## src/rtl/mem_arb_pkg.sv

```systemverilog
// Shared encodings for the external memory port arbiter.
// States, owner ids and the default data-burst limit.
package mem_arb_pkg;

  typedef enum logic [1:0] {
    IDLE = 2'b00,
    REQ  = 2'b01,
    WAIT = 2'b10
  } arb_state_e;

  typedef enum logic {
    OWN_IF = 1'b0,
    OWN_D  = 1'b1
  } owner_e;

  localparam int MAX_DATA_BURST_DEF = 4;

endpackage

```

## src/rtl/mem_arb_pick.sv

```systemverilog
// Priority decision between fetch and data with a starvation counter.
// Data wins ties until it has won MAX_DATA_BURST times while fetch waits.
module mem_arb_pick
  import mem_arb_pkg::*;
#(
  parameter int MAX_DATA_BURST = MAX_DATA_BURST_DEF
) (
  input  logic   clk_i,
  input  logic   rst_i,
  input  logic   idle,
  input  logic   if_req,
  input  logic   d_req,
  output logic   grant_valid,
  output owner_e grant_owner
);

  localparam logic [3:0] CMAX = 4'(MAX_DATA_BURST);

  logic [3:0] cnt_q;

  always_comb begin
    grant_valid = idle & (if_req | d_req);
    grant_owner = OWN_IF;
    if (d_req && (!if_req || cnt_q != CMAX))
      grant_owner = OWN_D;
  end

  // Counts data wins only while fetch is left waiting.
  always_ff @(posedge clk_i or posedge rst_i) begin
    if (rst_i) begin
      cnt_q <= '0;
    end else if (idle) begin
      if (!if_req || grant_owner == OWN_IF)
        cnt_q <= '0;
      else if (cnt_q != CMAX)
        cnt_q <= cnt_q + 4'd1;
    end
  end

endmodule

```

## src/rtl/mem_port_arbiter.sv

```systemverilog
// Shares one external memory port between fetch and load/store.
// One transaction outstanding; fields latched on the winning cycle.
module mem_port_arbiter
  import mem_arb_pkg::*;
#(
  parameter int ADDR_W         = 32,
  parameter int DATA_W         = 32,
  parameter int MAX_DATA_BURST = MAX_DATA_BURST_DEF
) (
  input  logic                clk_i,
  input  logic                rst_i,
  input  logic                if_req_i,
  input  logic [ADDR_W-1:0]   if_addr_i,
  output logic                if_gnt_o,
  output logic                if_rvalid_o,
  output logic [DATA_W-1:0]   if_rdata_o,
  input  logic                d_req_i,
  input  logic                d_we_i,
  input  logic [DATA_W/8-1:0] d_be_i,
  input  logic [ADDR_W-1:0]   d_addr_i,
  input  logic [DATA_W-1:0]   d_wdata_i,
  output logic                d_gnt_o,
  output logic                d_rvalid_o,
  output logic [DATA_W-1:0]   d_rdata_o,
  output logic                mem_req_o,
  output logic                mem_we_o,
  output logic [DATA_W/8-1:0] mem_be_o,
  output logic [ADDR_W-1:0]   mem_addr_o,
  output logic [DATA_W-1:0]   mem_wdata_o,
  input  logic                mem_gnt_i,
  input  logic                mem_rvalid_i,
  input  logic [DATA_W-1:0]   mem_rdata_i,
  output logic                err_o
);

  localparam int BE_W = DATA_W / 8;

  arb_state_e        state_q;
  arb_state_e        state_d;
  owner_e            owner_q;
  owner_e            grant_owner;
  logic              grant_valid;
  logic              we_q;
  logic [BE_W-1:0]   be_q;
  logic [ADDR_W-1:0] addr_q;
  logic [DATA_W-1:0] wdata_q;
  logic              err_q;
  logic              in_req;
  logic              in_wait;

  mem_arb_pick #(
    .MAX_DATA_BURST(MAX_DATA_BURST)
  ) u_pick (
    .clk_i      (clk_i),
    .rst_i      (rst_i),
    .idle       (state_q == IDLE),
    .if_req     (if_req_i),
    .d_req      (d_req_i),
    .grant_valid(grant_valid),
    .grant_owner(grant_owner)
  );

  always_comb begin
    state_d = state_q;
    unique case (state_q)
      IDLE:    if (grant_valid) state_d = REQ;
      REQ:     if (mem_gnt_i) state_d = WAIT;
      WAIT:    if (mem_rvalid_i) state_d = IDLE;
      default: state_d = IDLE;
    endcase
  end

  always_ff @(posedge clk_i or posedge rst_i) begin
    if (rst_i) begin
      state_q <= IDLE;
      owner_q <= OWN_IF;
      we_q    <= 1'b0;
      be_q    <= '0;
      addr_q  <= '0;
      wdata_q <= '0;
      err_q   <= 1'b0;
    end else begin
      state_q <= state_d;
      if (mem_rvalid_i && state_q != WAIT)
        err_q <= 1'b1;
      if (state_q == IDLE && grant_valid) begin
        owner_q <= grant_owner;
        if (grant_owner == OWN_D) begin
          we_q    <= d_we_i;
          be_q    <= d_be_i;
          addr_q  <= d_addr_i;
          wdata_q <= d_wdata_i;
        end else begin
          we_q    <= 1'b0;
          be_q    <= '1;
          addr_q  <= if_addr_i;
          wdata_q <= '0;
        end
      end
    end
  end

  assign in_req  = (state_q == REQ);
  assign in_wait = (state_q == WAIT);

  assign mem_req_o   = in_req;
  assign mem_we_o    = we_q;
  assign mem_be_o    = be_q;
  assign mem_addr_o  = addr_q;
  assign mem_wdata_o = wdata_q;

  assign if_gnt_o    = mem_gnt_i & in_req & (owner_q == OWN_IF);
  assign d_gnt_o     = mem_gnt_i & in_req & (owner_q == OWN_D);
  assign if_rvalid_o = mem_rvalid_i & in_wait & (owner_q == OWN_IF);
  assign d_rvalid_o  = mem_rvalid_i & in_wait & (owner_q == OWN_D);
  assign if_rdata_o  = mem_rdata_i;
  assign d_rdata_o   = mem_rdata_i;
  assign err_o       = err_q;

endmodule
```

## config.mk

```make
export PLATFORM = sky130hd
export DESIGN_NAME = mem_port_arbiter
export DESIGN_NICKNAME = d
export VERILOG_FILES = /design/src/rtl/mem_arb_pkg.sv /design/src/rtl/mem_arb_pick.sv /design/src/rtl/mem_port_arbiter.sv
export SDC_FILE = /design/constraint.sdc
export NUM_CORES = 1
export LEC_CHECK = 0
export BUFFER_PORTS_ARGS = -buffer_cell sky130_fd_sc_hd__buf_2
export CORE_MARGIN = 3
export CORE_UTILIZATION = 39
export DETAILED_ROUTE_END_ITERATION = 7
export PLACE_DENSITY = 0.84
export SLEW_MARGIN = 20
export SYNTH_ARGS = -nofsm -noshare
export SYNTH_HDL_FRONTEND = slang
export SYNTH_HIERARCHICAL = 1
export SYNTH_SLANG_ARGS = --single-unit
export TNS_END_PERCENT = 50
```

## constraint.sdc

```tcl
create_clock -name clk_i -period 2.8 [get_ports clk_i]
set_input_delay 0.84 -clock clk_i [delete_from_list [all_inputs] [get_ports clk_i]]
set_output_delay 0.84 -clock clk_i [all_outputs]
set_load 0.05 [all_outputs]
```

# Word level (Yosys, flattened, before mapping)
# Cells that the tools add are included.
[classes]
addsub = 1
n_mul = 0
div = 0
order_cmp = 0
eq_ne = 7
shifts = 0
n_mux = 11
bitwise_logic = 10
n_reduce_logical = 10
[op_table]
columns = ["cell", "n"]
rows = [
  ["$mux 32", 2],
  ["$mux 4", 3],
  ["$ne 2x2->1 const B", 4],
  ["$and 1x1->1", 7],
  ["$mux 2", 3],
  ["$pmux 2 s3", 1],
  ["$add 4x1->4 const B", 1],
  ["$ne 4x3->1 const B", 1],
  ["$logic_and 1x1->1", 3],
  ["$reduce_and 3->1", 1],
  ["$eq 2x1->1 const B", 1],
  ["$eq 2x2->1 const B", 1],
  ["$logic_not 2->1", 1],
  ["$logic_or 1x1->1", 2],
  ["$mux 1", 2],
  ["$not 1->1", 2],
  ["$reduce_and 2->1", 1],
  ["$reduce_bool 2->1", 1],
  ["$logic_not 1->1", 1],
  ["$or 1x1->1", 1],
]
[word_totals]
regBits = 77
latch_bits = 0
ramBits = 0
romBits = 0
input_bits = 139
elab_cells = 47
mem_count = 0

# Longest topological paths before layout
[logic_depth]
ltp_word = 8
mapped_depth = 9
ltp_nobuf = 6

# Hierarchy
# The synthesis kept the hierarchy.
[by_module_without_submodules]
columns = ["mod", "n_inst", "cells_each", "area_per_inst_um2", "seq_area_each_um2"]
rows = [
  ["mem_port_arbiter", 1, 339, 4239.1, 1826.8],
  ["mem_arb_pick", 1, 26, 251.5, 100.1],
]

# Worst setup path after synthesis
# Ideal clock, no wire load.
[synth_path]
path_type = "in2out"
from = "in mem_rvalid_i"
to = "out if_rvalid_o"
arrival_time_ns = 1.986
required_time_ns = 1.960
path_slack_ns = -0.026
stages = 1
n_path_buf = 0
path_cell_list = "nor3b_1"
[synth_between]
elab_chain_cells = 2
[synth_lines]
columns = ["item", "line_no", "rtl"]
rows = [
  ["start, declared", "mem_port_arbiter.sv:31", "input logic mem_rvalid_i,"],
  ["$and 1x1->1 (2 in a row)", "mem_port_arbiter.sv:114", "assign if_rvalid_o = mem_rvalid_i & in_wait & (owner_q == OWN_IF);"],
  ["end, declared", "mem_port_arbiter.sv:15", "output logic if_rvalid_o,"],
]
# No other way between the ends.

# Worst setup path after layout
[layout_path]
from = "reg state_q[0]"
to = "out if_rvalid_o"
[layout_between]
elab_chain_cells = 3
[layout_lines]
columns = ["item", "line_no", "rtl"]
rows = [
  ["start, declared", "mem_port_arbiter.sv:38", "arb_state_e state_q;"],
  ["start signal, assigned", "mem_port_arbiter.sv:83", "state_q <= state_d;"],
  ["$eq 2x2->1", "mem_port_arbiter.sv:104", "assign in_wait = (state_q == WAIT);"],
  ["$and 1x1->1 (2 in a row)", "mem_port_arbiter.sv:114", ""],
]
# No other way between the ends.

==> key figures <==
Synth
  • Post-synthesis cell count: 365
  • Synth warn: 6
  • Register area share after synthesis: 0.429
  • Syn Nets: 506
  • Area share of the largest cell type after synthesis: 0.429
  • Yosys cell types: 30
  • Post-synthesis instance area: 4490 sq um
  • EDFF count, synth: 0
  • Most frequent cell after synthesis: dfrtp_1
  • Commonest cells in the synthesized netlist: dfrtp_1 (77), mux2_4 (65), buf_4 (64)
  • Ys flop type: dfrtp_1
  • Number of synthesized register bits: 77
  • Area contributors post-synth: dfrtp_1 (43%), mux2_4 (22%), buf_4 (11%)
  • Dominant cell type by area after synthesis: dfrtp_1
  • Post-synth ARST share: 1.00
  • Mapped Avg Cell Area: 12.3 sq um

Setup path
  • Reg2Reg Launch Point: u_pick/cnt_q[0]
  • Critical path, cell by cell: nand2b_1, nor3b_2, buf_2
  • Crit-path max FO: 6
  • Crit-path slowest cell: dfrtp_1
  • Buf/Inv on CP: 1
  • Startpoint types: flip-flop
  • CP Launch Point: state_q[0]
  • CP delay by family, top: flip-flops
  • Crit end category: output pin
  • Slowest stage delay, CP: 0.46 ns
  • Data arrival time of the worst path: 1.50 ns
  • Crit path required time: 1.96 ns
  • CP Class: reg2out

Clock tree
  • # Post-CTS Setup Buffers: 0
  • Clk sinks: 77
  • Post-cts sizing count: 0
  • CTS buffer count: 9
  • # hold bufs at CTS: 0
  • CTS tree: yes
  • Clock buffer depth: 2
  • Worst-Skew Late Latency: 0.32 ns
  • Root Buffer: clkbuf_16
  • Max H-tree Level: 3
  • Worst-path clk slew: 0.06 ns

Cells and area
  • Area growth syn-to-layout: 17.0%
  • Final Core Density: 0.476
  • Final Non-Filler Cells: 625
  • Fillcell total: 1,002
  • Layout cells sized above 1: 0.563
  • ANT cells: 0
  • Post-layout nets: 623

Timing
  • RSZ-0062 raised after global routing: no
  • Clock skew: 0.00680 ns
  • Final worst path period need: 2.34 ns
  • Fmax: 0.428 GHz
  • Hold WS: 0.408 ns
  • Max-slew violations: 0
  • Measured slew at the worst slew-check pin: 0.645 ns
  • Final setup viols: 0
  • Slew HR: 0.569
  • Fin crit share: 0.835
  • Final TNS setup: 0 ns
  • Final Hold Viols: 0

Die
  • Die ar.: 12,800 sq um
  • Initial Util: 0.407
  • Ports: 278
  • Cell row count: 38
  • Die Height: 113 um
  • Die X: 113 um
  • Core Region: 11,000 sq um

Pwr
  • Pwr Total: 6790 uW
  • Power Dens Cells: 1290 nW/um^2
  • Leak: 0.00281 uW
  • Clk pwr share: 0.155
  • Share of power burned in registers: 0.282
  • P_int: 3550 uW
  • Comb pwr share: 0.562
  • Sw Pwr: 3240 uW
  • Sw Ratio: 0.477
  • Maximum vdd drop: 0.645 mV

Drt
  • DR vias/cell: 4.60
  • DR iter-0 viols: 131
  • Post-route DRC: 0
  • Final wirelength: 9660 um
  • Post-DRT Antenna Nets: 0
  • Via count: 2,872
  • Wire length per cell: 15.5 um
  • Drt first pass iters: 4

Place
  • Post-DP HPWL: 7230 um
  • I/O Buffers: 181
  • GP Congestion: 0.739
  • Placed Cells: 611

Global route
  • Vias in the first global route: 3,048
  • Global Route Usage Sum: 0.150
  • First-pass GRT wire length: 15,500 um
  • Initial antenna violation count: 0
  • Total gr overflow: 0
  • Largest net degree at the start of global routing: 39

Min path
  • HP Class: in2async

Status
  • Status: complete, no violations

Flow run
  • Max Cap Viol: 0
[stage by stage]
step / setup slack [ns] / instance area, sq um
after CTS: 0.451 / 5250
after global routing: 0.360 / 5250
after detailed placement: 0.521 / 4990
after global placement: 0.547 / 4990
final: 0.462 / 5250
after floorplan: 0.107 / 4500
[power by group through the flow]
stage / Combinational (uW) / Sequential (uW) / Clock, uW
after global placement: 3770 / 1910 / 0
final: 3820 / 1920 / 1060
after detailed placement: 3870 / 1910 / 0
after floorplan: 1840 / 3470 / 0
after CTS: 3860 / 1920 / 1090
after global routing: 4010 / 1980 / 1140
[sequential cells by signal, summed over array words and instances, names as in the netlist]
register      count
owner_q           1
state_q           2
mem_we_o          1
mem_be_o          4
u_pick/cnt_q      4
err_o             1
mem_addr_o       32
mem_wdata_o      32
[layout by cell type, fill, tap and decap left out, types with 2 or more instances in the layout]
master	Yosys	routed
nor2b_1	2	2
inv_1	38	37
o21ai_0	3	3
a21o_1	3	3
ha_1	2	2
buf_12	7	4
clkbuf_16	0	9
nand2_1	35	35
and3_1	2	2
clkinv_2	0	3
buf_2	4	181
nand2b_1	5	5
dfrtp_1	77	77
clkbuf_8	0	2
nor2_1	2	2
mux2_2	4	4
mux2i_1	33	33
mux2_4	65	65
[final timing paths]
path	to	cells past startpoint	slack [ns]
hold / removal	u_pick/cnt_q[0]	2	0.41
max in group asynchronous	mem_wdata_o[27]	3	1.59
setup / recovery	if_rvalid_o	3	0.46
setup reg to reg	mem_addr_o[28]	7	0.58
min in group clk_i	err_o	1	0.49
hold reg to reg	err_o	1	0.49
[metal layers]
layer	up-vias	track usage	routed length [um]
met4	0	0.0449	114
met3	19	0.0561	977
met2	161	0.246	4670
met1	1343	0.185	3900
met5	-	0	0
li1	1349	-	-
[final cells by class]
type	count	area, sq um	share of cell area
inverters	38	144	0.0274
clock buffers	12	256	0.0488
flip-flops and latches	77	1930	0.367
multi-input cells	170	1750	0.333
well taps	140	175	0.0333
clock inverters	2	10.0	0.00191
repair buffers	186	993	0.189
[worst register-to-register path, cell delays in order (launching register included)]
cell,delay (ns)
dfrtp_1,0.39
inv_1,0.07
ha_1,0.23
and3b_1,0.24
a21boi_4,0.20
buf_4,0.34
mux2_2,0.38
mux2_4,0.26
[kinds of logic (layout without fill, tap and decap cells)]
family | Yosys count | count (layout) | share of synthesized area
AO/OA/AOI/OAI | 11 | 11 | 0.0173
adder cells (fa/ha/maj) | 2 | 2 | 0.00557
buffers and inverters | 118 | 238 | 0.187
flip-flops | 77 | 77 | 0.429
multiplexers | 102 | 102 | 0.301
AND/OR/NAND/NOR | 55 | 55 | 0.0602
No activity file was read; power rests on OpenSTA's default activity.
